**config.mk**
```make
export PLATFORM = sky130hd
export DESIGN_NAME = vga_dls_comparator_flat
export DESIGN_NICKNAME = d
export VERILOG_FILES = /design/src/rtl/vga_dls_comparator_if.sv /design/src/rtl/vga_dls_comparator.sv /design/src/flat_wrapper.sv
export SDC_FILE = /design/constraint.sdc
export NUM_CORES = 1
export LEC_CHECK = 0
export ABC_AREA = 1
export CAP_MARGIN = 20
export CORE_MARGIN = 1
export CORE_UTILIZATION = 55
export DETAILED_ROUTE_END_ITERATION = 12
export DONT_BUFFER_PORTS = 1
export HOLD_SLACK_MARGIN = 0.03
export PLACE_DENSITY_LB_ADDON = 0.3
export SKIP_CTS_REPAIR_TIMING = 1
export SLEW_MARGIN = 10
export SYNTH_ARGS = -nofsm -noshare
export SYNTH_HDL_FRONTEND = slang
export SYNTH_SLANG_ARGS = --single-unit
```
**constraint.sdc**
```tcl
create_clock -name HCLK -period 1.9 [get_ports HCLK]
set_input_delay 0.095 -clock HCLK [delete_from_list [all_inputs] [get_ports HCLK]]
set_output_delay 0.095 -clock HCLK [all_outputs]
set_load 0.005 [all_outputs]
```
**src/rtl/vga_dls_comparator_if.sv**
```systemverilog
// rtl/vga_dls_comparator_if.sv - video sync/pixel bundle from the main and shadow VGA cores
interface vga_dls_comparator_if;
   logic       main_hsync;
   logic       main_vsync;
   logic [7:0] main_rgb;
   logic       shadow_hsync;
   logic       shadow_vsync;
   logic [7:0] shadow_rgb;

   // master: the pair of VGA cores producing the streams
   modport master (
      output main_hsync, main_vsync, main_rgb,
      output shadow_hsync, shadow_vsync, shadow_rgb
   );

   // slave: the lockstep comparator observing both streams
   modport slave (
      input main_hsync, main_vsync, main_rgb,
      input shadow_hsync, shadow_vsync, shadow_rgb
   );
endinterface

```
**src/rtl/vga_dls_comparator.sv**
```systemverilog
// rtl/vga_dls_comparator.sv - delayed-lockstep comparator for a main/shadow VGA core pair
module vga_dls_comparator #(
   parameter int DELAY = 2,
   parameter int LIMIT = 3
) (
   input  logic                  HCLK,
   input  logic                  HRESET,
   vga_dls_comparator_if.slave   vid,
   input  logic                  err_clear,
   output logic                  DLS_ERROR,
   output logic [7:0]            mismatch_cnt,
   output logic [1:0]            state
);

   typedef enum logic [1:0] {
      FILL    = 2'd0,
      CHECK   = 2'd1,
      SUSPECT = 2'd2,
      ERROR   = 2'd3
   } state_t;

   logic [9:0] main_word;
   logic [9:0] shadow_word;
   logic [9:0] dly_q [DELAY];
   logic       mism;

   state_t     state_q;
   logic [2:0] warm_q;
   logic [3:0] consec_q;
   logic       err_q;
   logic [7:0] cnt_q;
   logic [7:0] cnt_d;

   assign main_word   = {vid.main_hsync, vid.main_vsync, vid.main_rgb};
   assign shadow_word = {vid.shadow_hsync, vid.shadow_vsync, vid.shadow_rgb};

   // the oldest delay-line entry lines up in time with the current shadow word
   assign mism = (dly_q[DELAY-1] != shadow_word);

   // main-word delay line; keeps shifting through every state so it stays aligned after err_clear
   always_ff @(posedge HCLK) begin
      if (HRESET) begin
         for (int i = 0; i < DELAY; i++) dly_q[i] <= '0;
      end else begin
         dly_q[0] <= main_word;
         for (int i = 1; i < DELAY; i++) dly_q[i] <= dly_q[i-1];
      end
   end

   // saturating mismatch counter next value; only live compares (CHECK/SUSPECT) count
   always_comb begin
      cnt_d = cnt_q;
      if ((state_q == CHECK || state_q == SUSPECT) && mism && cnt_q != 8'hFF)
         cnt_d = cnt_q + 8'd1;
   end

   // mismatch counter register, cleared only by reset
   always_ff @(posedge HCLK) begin
      if (HRESET) cnt_q <= 8'd0;
      else        cnt_q <= cnt_d;
   end

   // lockstep FSM: warm-up, checking, consecutive-mismatch tracking, sticky error
   always_ff @(posedge HCLK) begin
      if (HRESET) begin
         state_q  <= FILL;
         warm_q   <= 3'd0;
         consec_q <= 4'd0;
         err_q    <= 1'b0;
      end else begin
         case (state_q)
            FILL: begin
               if (warm_q == 3'(DELAY - 1)) begin
                  state_q <= CHECK;
               end else begin
                  warm_q <= warm_q + 3'd1;
               end
            end
            CHECK: begin
               if (mism) begin
                  if (LIMIT == 1) begin
                     state_q  <= ERROR;
                     err_q    <= 1'b1;
                     consec_q <= 4'd1;
                  end else begin
                     state_q  <= SUSPECT;
                     consec_q <= 4'd1;
                  end
               end
            end
            SUSPECT: begin
               if (mism) begin
                  consec_q <= consec_q + 4'd1;
                  if (consec_q + 4'd1 == 4'(LIMIT)) begin
                     state_q <= ERROR;
                     err_q   <= 1'b1;
                  end
               end else begin
                  state_q  <= CHECK;
                  consec_q <= 4'd0;
               end
            end
            ERROR: begin
               if (err_clear) begin
                  state_q  <= FILL;
                  warm_q   <= 3'd0;
                  consec_q <= 4'd0;
                  err_q    <= 1'b0;
               end
            end
            default: begin
               state_q <= FILL;
               warm_q  <= 3'd0;
            end
         endcase
      end
   end

   assign DLS_ERROR    = err_q;
   assign mismatch_cnt = cnt_q;
   assign state        = state_q;

endmodule

```
**src/flat_wrapper.sv**
```systemverilog
// flat-port wrapper written by rule: the top's interface ports become plain ports
module vga_dls_comparator_flat 
#(
   parameter int DELAY = 2,
   parameter int LIMIT = 3
)
  (HCLK, HRESET, err_clear, DLS_ERROR, mismatch_cnt, state, vid_main_hsync, vid_main_vsync, vid_main_rgb, vid_shadow_hsync, vid_shadow_vsync, vid_shadow_rgb);
  vga_dls_comparator_if vid_i ();
  input  logic HCLK;
  input  logic HRESET;
  input  logic err_clear;
  output logic DLS_ERROR;
  output logic [7:0] mismatch_cnt;
  output logic [1:0] state;
  input wire logic [$bits(vid_i.main_hsync)-1:0] vid_main_hsync;
  input wire logic [$bits(vid_i.main_vsync)-1:0] vid_main_vsync;
  input wire logic [$bits(vid_i.main_rgb)-1:0] vid_main_rgb;
  input wire logic [$bits(vid_i.shadow_hsync)-1:0] vid_shadow_hsync;
  input wire logic [$bits(vid_i.shadow_vsync)-1:0] vid_shadow_vsync;
  input wire logic [$bits(vid_i.shadow_rgb)-1:0] vid_shadow_rgb;
  assign vid_i.main_hsync = vid_main_hsync;
  assign vid_i.main_vsync = vid_main_vsync;
  assign vid_i.main_rgb = vid_main_rgb;
  assign vid_i.shadow_hsync = vid_shadow_hsync;
  assign vid_i.shadow_vsync = vid_shadow_vsync;
  assign vid_i.shadow_rgb = vid_shadow_rgb;
  vga_dls_comparator #(.DELAY(DELAY), .LIMIT(LIMIT)) u_core (.HCLK(HCLK), .HRESET(HRESET), .vid(vid_i), .err_clear(err_clear), .DLS_ERROR(DLS_ERROR), .mismatch_cnt(mismatch_cnt), .state(state));
endmodule
```
==> flow_metrics.tcl <==
set metrics [dict create \
    status "finished clean" \
    cts_made_buffers 5 \
    r2r_start "u_core.mismatch_cnt[0]" \
    period_needed_ns 1.59 \
    crit_path_start_kind "flop" \
    yosys.area_share.simple_pct 31.9 \
    met1_length_um 1480 \
    dpl_worst_slack_ns 0.325 \
    netlist_area_um2 1900 \
    grt_pass1_wl_um 5330 \
    vias 1607 \
    finalSetupViolations 0 \
    cts_max_path_buffers 2 \
    die_w_um 60.8 \
    synth_cell_type_count 25 \
    hp-class "in2reg" \
    yosys.area_share.adder_pct 5.91 \
    totalPowerFinal_w 0.00258 \
    cts_sinks 38 \
    internal_power_w 0.00166 \
    hold_depth 3 \
    fin_skew_ns 0.00326 \
    antenna_found_initial 0 \
    drc_errors 0 \
    finalWeightedCongestion 0.792 \
    synthToLayoutAreaGrowth_pct 14.2 \
    critPathMaxStageDelay_ns 0.42 \
    grt_setup_unrepaired "false" \
    crit_slowest_cell "dfxtp_1" \
    tns_ns 0 \
    syn_inst 283 \
    hold_end "u_core.warm_q[1]" \
    mappedNetlistNets 315 \
    die_area_um2 3700 \
    r2r_setup_slack_ns 0.31 \
    synth_top_cell_by_area "dfxtp_1" \
    final_hold_viol_count 0 \
    synth-seq-cells 38 \
    synth_top_cell_area_share_pct 39.9 \
    synth_compound_area_share_pct 6.90 \
    whs_ns 0.0232 \
    wl_met3_um 173 \
    ff2ff_path_depth 7 \
    end_kind "flop" \
    ctsRootBufferMaster "clkbuf_4" \
    grt_use_total_pct 19.8 \
    grt_pass1_vias 1334 \
    min_period_over_period_pct 83.9 \
    clkTransAtPathRegs_ns 0.11 \
    cp.required_ns 2.15 \
    critPathArrivalTime_ns 1.85 \
    drive_above_1_share_pct 9.03 \
    path_max_fanout 11 \
    ant_nets 0 \
    combPwrFrac_pct 32.4 \
    post-place-cells 325 \
    synth_area_leaders "dfxtp_1 40%, nand2_1 14%, inv_1 11%" \
    clk_latency_ns 0.35 \
    die_h_um 60.8 \
    synth_seq_area_share_pct 39.9 \
    rows 21 \
    ir_drop_uv 664 \
    top_layer "met4" \
    routed_wl_um 3410 \
    wl_per_cell_um 9.88 \
    h-tree-depth 2 \
    antenna_cells 0 \
    overflow 0 \
    post-dp-hpwl_um 2310 \
    slew_headroom_pct 79.6 \
    finalNonFillerCells 345 \
    max_freq_ghz 0.628 \
    start_util_pct 57.1 \
    io_buffers 0 \
    synth_top_family_by_area "simple AND/OR/NAND/NOR gates" \
    powerDensity_nw_per_um2 1190 \
    drt_iter0_markers 73 \
    viasPerCell 4.66 \
    wl_met2_um 1700 \
    reg2reg_to "u_core.mismatch_cnt[5]" \
    cts_tree "yes" \
    sw_frac_of_total_pct 35.7 \
    criticalPathCategory "reg2reg" \
    synth_area_per_cell_um2 6.73 \
    pwr-share-seq_pct 41.0 \
    final.setup.worst_slack_ns 0.307 \
    nets 330 \
    p_clk_share_pct 26.6 \
    synthMuxAreaShare_pct 0 \
    power_switching_w 0.000922 \
    crit_path_cell_trace "ha_1 > nand4_1 > o21a_1 > nand2_2 > inv_1 > nand2_1 > a21oi_2" \
    maxCapViolCount 0 \
    firstDrtPassIters 4 \
    min-delay-start "err_clear" \
    synthXorXnorAreaFrac_pct 2.30 \
    worstMarginPinSlew_ns 0.302 \
    yosys_warnings 0 \
    grt_max_degree 31 \
    core_area_um2 3340 \
    power.leakage_nw 1.08 \
    slew_viol_final 0 \
    pin_count 34 \
]
-- final cells by class --
class	instances	area, µm²
Sequential cell	38	761
Inverter	60	225
Clock buffer	5	37.5
Tap cell	46	57.6
Timing Repair Buffer	12	130
Clock inverter	3	68.8
Fill cell	303	1160
Multi-Input combinational cell	181	895
-- state kept, by name (all words and copies together), names as in the netlist --
register / cells
u_core.mismatch_cnt: 8
u_core.warm_q: 3
u_core.consec_q: 4
u_core.dly_q: 20
u_core.state: 2
u_core.DLS_ERROR: 1
-- per-stage QoR --
step,instance area (µm²),util [%]
after floorplan,1900,-
after global placement,1940,58.1
after detailed placement,1940,58.1
after CTS,2040,61.3
after global routing,2170,65.2
final,2170,65.2
-- cell families after synthesis --
kind of cell | after synthesis
AND/OR/NAND/NOR | 146
buffers and inverters | 64
XOR/XNOR | 5
adder cells (fa/ha/maj) | 9
AO/OA/AOI/OAI | 21
flip-flops | 38
-- critical path: cells and delay by family (launching register included) --
| family | cells | cell delay, ns |
|---|---|---|
| compound gates | 2 | 0.26 |
| fa+ha+maj | 1 | 0.24 |
| buf+inv | 1 | 0.14 |
| flops | 1 | 0.42 |
| simple gates | 3 | 0.44 |
-- per-layer routing --
| metal | GRT usage [%] | vias up |
|---|---|---|
| li1 | - | 864 |
| met1 | 22.6 | 703 |
| met2 | 32.8 | 32 |
| met3 | 7.89 | 8 |
| met4 | 8.77 | 0 |
| met5 | 0 | - |
-- power by group through the flow --
| stage | sequential, W | clock, W | combinational (W) |
|---|---|---|---|
| after global routing | 0.00108 | 0.000743 | 0.000978 |
| after floorplan | 0.00104 | 0 | 0.000716 |
| final | 0.00106 | 0.000687 | 0.000835 |
| after CTS | 0.00106 | 0.000699 | 0.000806 |
| after global placement | 0.00106 | 0 | 0.000775 |
| after detailed placement | 0.00107 | 0 | 0.000795 |
-- Yosys cell counts --
library cell,count
clkbuf_1,2
nand2_2,5
xnor2_1,2
nor2_2,3
ha_1,9
nand3_1,5
a31oi_1,1
a21oi_2,6
nand3_2,1
buf_2,1
o21a_1,1
nand2_4,1
xor2_1,3
inv_2,2
nor2_1,52
o21ai_0,6
nor3_1,3
a21oi_1,5
dfxtp_1,38
buf_6,1
and2_1,1
inv_1,58
nand4_1,5
o21ai_1,2
nand2_1,70
-- worst max path at each step --
stage / end / from / slack (ns) / cells after the start
floorplan: u_core.warm_q[2] / u_core.state[0] / 0.54 / 10
global placement: u_core.mismatch_cnt[1] / u_core.mismatch_cnt[0] / 0.39 / 7
detailed placement: u_core.mismatch_cnt[1] / u_core.mismatch_cnt[0] / 0.33 / 7
CTS: u_core.mismatch_cnt[1] / u_core.mismatch_cnt[1] / 0.31 / 7
global route: u_core.warm_q[2] / u_core.state[0] / 0.09 / 9
finish: u_core.mismatch_cnt[5] / u_core.mismatch_cnt[0] / 0.31 / 7
-- placed cells by master, fill, tap and decap left out, types with 5 or more instances in the layout --
master	n
inv_1	58
nand4_1	5
nor2_1	52
dlygate4sd3_1	11
a21oi_1	5
nand3_1	5
nand2_2	5
clkbuf_4	5
o21ai_0	6
ha_1	9
nand2_1	70
a21oi_2	6
dfxtp_1	38
Power figures use the tool's default switching activity.
